[src/rtl/mul_unit.sv]
// rtl/mul_unit.sv - RV32M multiply-group front end for the shared sequential multiplier
//
// Accepts one MUL/MULH/MULHSU/MULHU micro-op at a time, derives operand sign
// controls, runs the multiplier operand/product handshakes, selects the low
// or high product word and holds the result for writeback.
//
// Optional feature macro: MUL_ZERO_SKIP_EN
//   defined   : a zero operand bypasses the multiplier, result 0 one cycle later
//   undefined : every operation goes through the multiplier
//
// Ports:
//   clock, reset          system clock, synchronous active-high reset
//   flush                 kills the in-flight operation
//   in_valid/in_ready     micro-op handshake from issue
//   in_func3/in_rd        funct3 (bits [1:0] used), destination register
//   in_src1/in_src2       rs1/rs2 values
//   mul_flush             flush forwarded to the multiplier
//   mul_in_valid/_ready   operand handshake to the multiplier
//   mul_in_sign           [1] a signed, [0] b signed
//   mul_in_a/mul_in_b     latched operands
//   mul_out_valid/_ready  product handshake from the multiplier
//   mul_out_prod          64-bit product
//   out_valid/out_ready   result handshake to writeback
//   out_rd/out_data       latched destination register and result word

module mul_unit (
  input  logic        clock,
  input  logic        reset,
  input  logic        flush,
  input  logic        in_valid,
  output logic        in_ready,
  input  logic [2:0]  in_func3,
  input  logic [4:0]  in_rd,
  input  logic [31:0] in_src1,
  input  logic [31:0] in_src2,
  output logic        mul_flush,
  output logic        mul_in_valid,
  input  logic        mul_in_ready,
  output logic [1:0]  mul_in_sign,
  output logic [31:0] mul_in_a,
  output logic [31:0] mul_in_b,
  input  logic        mul_out_valid,
  output logic        mul_out_ready,
  input  logic [63:0] mul_out_prod,
  output logic        out_valid,
  input  logic        out_ready,
  output logic [4:0]  out_rd,
  output logic [31:0] out_data
);

  typedef enum logic [1:0] {
    S_IDLE  = 2'd0,
    S_ISSUE = 2'd1,
    S_WAIT  = 2'd2,
    S_DONE  = 2'd3
  } state_t;

  state_t      r_state;
  state_t      w_next;
  state_t      w_accept_target;
  logic [1:0]  r_op;
  logic [4:0]  r_rd;
  logic [31:0] r_a;
  logic [31:0] r_b;
  logic [31:0] r_result;
  logic        w_accept;
  logic        w_capture;
  logic [1:0]  w_sign;
  logic        w_unused_func3;

  assign w_unused_func3 = in_func3[2];

`ifdef MUL_ZERO_SKIP_EN
  logic w_zero;
  assign w_zero          = (in_src1 == 32'd0) || (in_src2 == 32'd0);
  assign w_accept_target = w_zero ? S_DONE : S_ISSUE;
`else
  assign w_accept_target = S_ISSUE;
`endif

  // A new op may enter while the previous result retires in the same cycle.
  assign in_ready      = ((r_state == S_IDLE) || ((r_state == S_DONE) && out_ready)) && !flush;
  assign w_accept      = in_valid && in_ready;
  assign mul_flush     = flush;
  assign mul_in_valid  = (r_state == S_ISSUE) && !flush;
  assign mul_out_ready = (r_state == S_WAIT) && !flush;
  assign out_valid     = (r_state == S_DONE) && !flush;
  assign w_capture     = mul_out_valid && mul_out_ready;

  // MUL/MULH: both signed; MULHSU: only a signed; MULHU: neither.
  // MUL needs only the low word, which is sign-independent, so it shares MULH's setting.
  assign w_sign[1] = ~(r_op[1] & r_op[0]);
  assign w_sign[0] = ~r_op[1];

  // No operation is held in IDLE, so sign controls rest at zero there.
  assign mul_in_sign = (r_state == S_IDLE) ? 2'b00 : w_sign;
  assign mul_in_a    = r_a;
  assign mul_in_b    = r_b;
  assign out_rd      = r_rd;
  assign out_data    = r_result;

  always_comb begin
    w_next = r_state;
    if (flush) begin
      w_next = S_IDLE;
    end else begin
      case (r_state)
        S_IDLE: begin
          if (w_accept) w_next = w_accept_target;
        end
        S_ISSUE: begin
          if (mul_in_ready) w_next = S_WAIT;
        end
        S_WAIT: begin
          if (w_capture) w_next = S_DONE;
        end
        S_DONE: begin
          if (w_accept) begin
            w_next = w_accept_target;
          end else if (out_ready) begin
            w_next = S_IDLE;
          end
        end
        default: w_next = S_IDLE;
      endcase
    end
  end

  always_ff @(posedge clock) begin
    if (reset) begin
      r_state  <= S_IDLE;
      r_op     <= 2'b00;
      r_rd     <= 5'd0;
      r_a      <= 32'd0;
      r_b      <= 32'd0;
      r_result <= 32'd0;
    end else begin
      r_state <= w_next;
      if (w_accept) begin
        r_op <= in_func3[1:0];
        r_rd <= in_rd;
        r_a  <= in_src1;
        r_b  <= in_src2;
`ifdef MUL_ZERO_SKIP_EN
        if (w_zero) r_result <= 32'd0;
`endif
      end
      // Accept and capture never coincide: they belong to different states.
      if (w_capture) begin
        r_result <= (r_op == 2'b00) ? mul_out_prod[31:0] : mul_out_prod[63:32];
      end
    end
  end

endmodule

[config.mk]
export PLATFORM = sky130hd
export DESIGN_NAME = mul_unit
export DESIGN_NICKNAME = d
export VERILOG_FILES = /design/src/rtl/mul_unit.sv
export SDC_FILE = /design/constraint.sdc
export NUM_CORES = 1
export LEC_CHECK = 0
export CORE_ASPECT_RATIO = 0.7
export CORE_MARGIN = 5
export CORE_UTILIZATION = 39
export CTS_BUF_LIST = sky130_fd_sc_hd__clkbuf_4 sky130_fd_sc_hd__clkbuf_8
export CTS_CLUSTER_DIAMETER = 100
export CTS_CLUSTER_SIZE = 20
export DETAILED_ROUTE_END_ITERATION = 16
export HOLD_SLACK_MARGIN = 0.12
export PLACE_DENSITY_LB_ADDON = 0.15
export SETUP_SLACK_MARGIN = 0.2
export SYNTH_ARGS = -nofsm -noshare
export SYNTH_HDL_FRONTEND = slang
export SYNTH_SLANG_ARGS = --single-unit
export TNS_END_PERCENT = 5
[constraint.sdc]
create_clock -name clock -period 1.7 [get_ports clock]
set_input_delay 0.255 -clock clock [delete_from_list [all_inputs] [get_ports clock]]
set_output_delay 0.255 -clock clock [all_outputs]
set_load 0.05 [all_outputs]
==> run summary <==
The post-synthesis net count is 673. Kind of end point of the critical path: an output pin. Summed over all nets, the half-perimeter wirelength after detailed placement is 10.4 mm. In this run, synthesis produced a sequential element count of 105.

In this run the cell area of the synthesized design comes to 4190 sq um. For this design the static power due to leakage is 3.10 nW. The final number of max-transition violations was 0; the largest net degree at the start of global routing was 53.

The critical path is of the flip-flop to output pin type. The number of buffers inserted by port buffering is 249, and the CTS buffer count is 9. The height of the chip works out to 96.7 um. The post-layout minimum cycle time came out at 1700 ps. The number of violations reported at the end of detailed-routing iteration 0 is 179. The data arrival time of the critical path is 1440 ps, and the post-synthesis average cell area is 7.97 sq um.

Summing all placed instances gives a cell area of 6630 sq um. For this design, the sink count on the clock tree is 105. The worst-path maximum fanout works out to 3. The via count of the first global-routing pass was 4463. The first global-routing pass estimated 22.7 mm of wire. Setup violations remaining at the end of the flow were counted as 0.

The number of warning messages in the yosys log is 0. For the pin with the worst max-slew slack, the measured transition is 510 ps. The worst register-to-register path has a depth of 11. The effective utilization at floorplan is 40.1%.

The run gives 525 as the cell count after synthesis. The worst setup path is launched from a flip-flop. The run gives 3 as the total number of H-tree levels. The average vias per placed instance is 5.14, and the post-route clock period utilization is 99.8%. Counting instances, the worst hold path has a depth of 2. The signed area change from the synthesized netlist to the final layout was 84.6%. The class of the worst hold path is input port to flip-flop.

The remaining max-slew budget at the tightest pin was 66.0%. In this run the deepest clock path goes through 2 buffers. The highest clock frequency the design can meet was 589 MHz; the number of vias in the routed layout was 4707. For the placer's final routability congestion estimate, the log shows 0.886. The floorplan has 31 rows.

Global routing consumed, over all layers together, 21.4% of the routing resources. The filler cell count was 782. Final antenna-violating net count: 0.

The number of antenna diodes in the final layout is 0. Once layout is complete, the cells apart from fillers number 916. Setup repair after global routing could not meet its margin everywhere. The final routed DRC violation total was 0; the utilization of the core after routing was 74.1%. In this run the count of I/O pins placed on the die edge is 251. The clock latency reported for the late side of the worst-skew pair was 370 ps. The tools report the final-report hold violation count as 0. The tools report the leftover overflow at the end of global routing as 0. STA puts the critical path data required time at 1440 ps. The share of layout cells above drive strength 1 was 34.4%. The x dimension of the die is 134 um.

The die covers 12900 sq um. The tool flagged a number of max-cap violations equal to 0. Final net count: 927. The flow ran to the end, and the final reports show no timing, DRC or antenna violations. The final non-filler cell area came out at 7730 sq um. The pre-antenna-repair detailed-routing pass consisted of 4 iterations. The portion of the post-synthesis area used by sequential elements is 50.2%, and the routed wire length is 16.1 mm. Across the routed clock network, the largest skew measured is 8.55 ps.

The initial antenna violation count came out at 0. The placeable core area is 10400 sq um, and the distinct cell type count after synthesis is 28. Clock-pin slew was measured on the worst setup and hold paths at 100 ps.

The wire length per cell after detailed routing is 17.6 um. TritonCTS built the clock tree. The tools report the largest voltage drop on the vdd net as 537 uV. Power spread over the standard cell area amounts to 752 nW/um^2. In this run the clock root is driven by a sky130_fd_sc_hd__clkbuf_8. The tools report the placed instance count as 884.
## flip-flops by register name, indices dropped and copies added (netlist names)
signal / cells
mul_in_b: 32
r_state: 2
r_op: 2
out_rd: 5
mul_in_a: 32
out_data: 32
## through the flow
step / total power, mW / hold slack, ps / setup WS (ps) / setup TNS, ps
after global routing: 6.03 / 343 / -56.1 / -545
after detailed placement: 3.85 / 447 / -159 / -5480
after floorplan: 3.27 / 391 / 50.5 / 0
after CTS: 5.70 / 320 / 0.839 / 0
final: 5.81 / 352 / 3.49 / 0
after global placement: 3.83 / 442 / -48.4 / -881
## cell usage after synthesis
library cell	count	area share, %
sky130_fd_sc_hd__or2_2	1	0.15
sky130_fd_sc_hd__nand2b_1	1	0.15
sky130_fd_sc_hd__clkbuf_2	1	0.12
sky130_fd_sc_hd__nor2b_2	1	0.21
sky130_fd_sc_hd__nor3b_1	1	0.18
sky130_fd_sc_hd__and2_1	1	0.15
sky130_fd_sc_hd__clkbuf_1	19	1.7
sky130_fd_sc_hd__and2b_2	2	0.42
sky130_fd_sc_hd__o31a_1	1	0.21
sky130_fd_sc_hd__o21ai_1	3	0.36
sky130_fd_sc_hd__or3_1	1	0.15
sky130_fd_sc_hd__a22o_1	2	0.42
sky130_fd_sc_hd__ha_1	5	1.5
sky130_fd_sc_hd__inv_1	4	0.36
sky130_fd_sc_hd__nand2_1	174	16
sky130_fd_sc_hd__buf_2	12	1.4
sky130_fd_sc_hd__nor2_2	2	0.30
sky130_fd_sc_hd__buf_6	10	2.7
sky130_fd_sc_hd__o21a_1	1	0.18
sky130_fd_sc_hd__a311oi_1	32	6.7
sky130_fd_sc_hd__nor3_1	1	0.12
sky130_fd_sc_hd__nor2_1	36	3.2
sky130_fd_sc_hd__dfxtp_1	105	50
sky130_fd_sc_hd__buf_4	3	0.54
sky130_fd_sc_hd__a21boi_1	1	0.18
sky130_fd_sc_hd__a21oi_1	74	8.8
sky130_fd_sc_hd__nand2b_4	1	0.33
sky130_fd_sc_hd__o21ai_0	30	3.6
## layer usage
metal	vias to the layer above	global-route usage [%]	part of all wire, %
met3	35	6.54	7.5
met2	187	35.7	50
li1	2270	-	-
met5	-	0	0
met1	2215	25.5	40
met4	0	9.25	2.8
## layout make-up
cell class / count / area (sq um) / area share, %
Clock buffer: 10 / 138 / 1.78
Clock inverter: 6 / 97.6 / 1.26
Tap cell: 132 / 165 / 2.14
Sequential cell: 105 / 2110 / 27.3
Timing Repair Buffer: 288 / 2880 / 37.3
Multi-Input combinational cell: 371 / 2310 / 29.9
Inverter: 4 / 22.5 / 0.291
## path summary, 6_finish.rpt
path | start | endpoint | slack (ps)
worst max-delay path | r_state[0]$_SDFFE_PP0P_ | mul_in_valid | 3
worst min-delay path | reset | mul_in_a[24]$_SDFFE_PP0P_ | 350
worst max register to register | r_state[0]$_SDFFE_PP0P_ | mul_in_a[16]$_SDFFE_PP0P_ | 40
worst min register to register | mul_in_b[14]$_SDFFE_PP0P_ | mul_in_b[14]$_SDFFE_PP0P_ | 460
## repair_timing
item                       CTS  global route
pin swaps                    2            68
setup buffers                3             4
hold buffers                 0             0
hold endpoints to repair     0             0
cloned                       3             6
resized for setup           22           133
setup endpoints to repair   83           111
## cell usage in the layout, fill, tap and decap left out, types with 3 or more instances in the layout
cell type | synthesis | routed
sky130_fd_sc_hd__buf_16 | 0 | 4
sky130_fd_sc_hd__nand2_1 | 174 | 148
sky130_fd_sc_hd__ha_4 | 0 | 3
sky130_fd_sc_hd__a311oi_1 | 32 | 24
sky130_fd_sc_hd__nor2_2 | 2 | 3
sky130_fd_sc_hd__nor2_4 | 0 | 16
sky130_fd_sc_hd__o21ai_1 | 3 | 3
sky130_fd_sc_hd__clkdlybuf4s50_1 | 0 | 140
sky130_fd_sc_hd__nor2_1 | 36 | 19
sky130_fd_sc_hd__buf_6 | 10 | 10
sky130_fd_sc_hd__o21ai_0 | 30 | 30
sky130_fd_sc_hd__buf_8 | 0 | 4
sky130_fd_sc_hd__clkbuf_8 | 0 | 10
sky130_fd_sc_hd__buf_12 | 0 | 12
sky130_fd_sc_hd__a311oi_2 | 0 | 8
sky130_fd_sc_hd__nand2_4 | 0 | 14
sky130_fd_sc_hd__dfxtp_1 | 105 | 102
sky130_fd_sc_hd__nand2_2 | 0 | 12
sky130_fd_sc_hd__a21oi_2 | 0 | 36
sky130_fd_sc_hd__buf_4 | 3 | 114
sky130_fd_sc_hd__a21oi_1 | 74 | 36
sky130_fd_sc_hd__clkbuf_16 | 0 | 4
## where the power goes
part	internal (mW)	total (mW)	switching [mW]	leakage, nW
Combinational	0.657	1.42	0.763	2.13
Sequential	2.54	2.60	0.0594	0.856
Clock	0.891	1.78	0.893	0.119
Total	4.09	5.81	1.72	3.10
## logic make-up (layout without fill, tap and decap cells)
family	count (synthesis)	after routing	share of synthesized area [%]
buffers and inverters	49	308	6.84
adders and majority gates	5	5	1.49
DFF	105	105	50.2
AOI/OAI and AO/OA	144	144	20.5
and+or+nand+nor	222	222	21.0
## critical path, cell delays in order (launching register included)
cell,delay [ps]
sky130_fd_sc_hd__dfxtp_4,380
sky130_fd_sc_hd__buf_4,140
sky130_fd_sc_hd__ha_2,180
sky130_fd_sc_hd__and2b_2,220
sky130_fd_sc_hd__buf_12,150
Power figures use the tool's default switching activity.
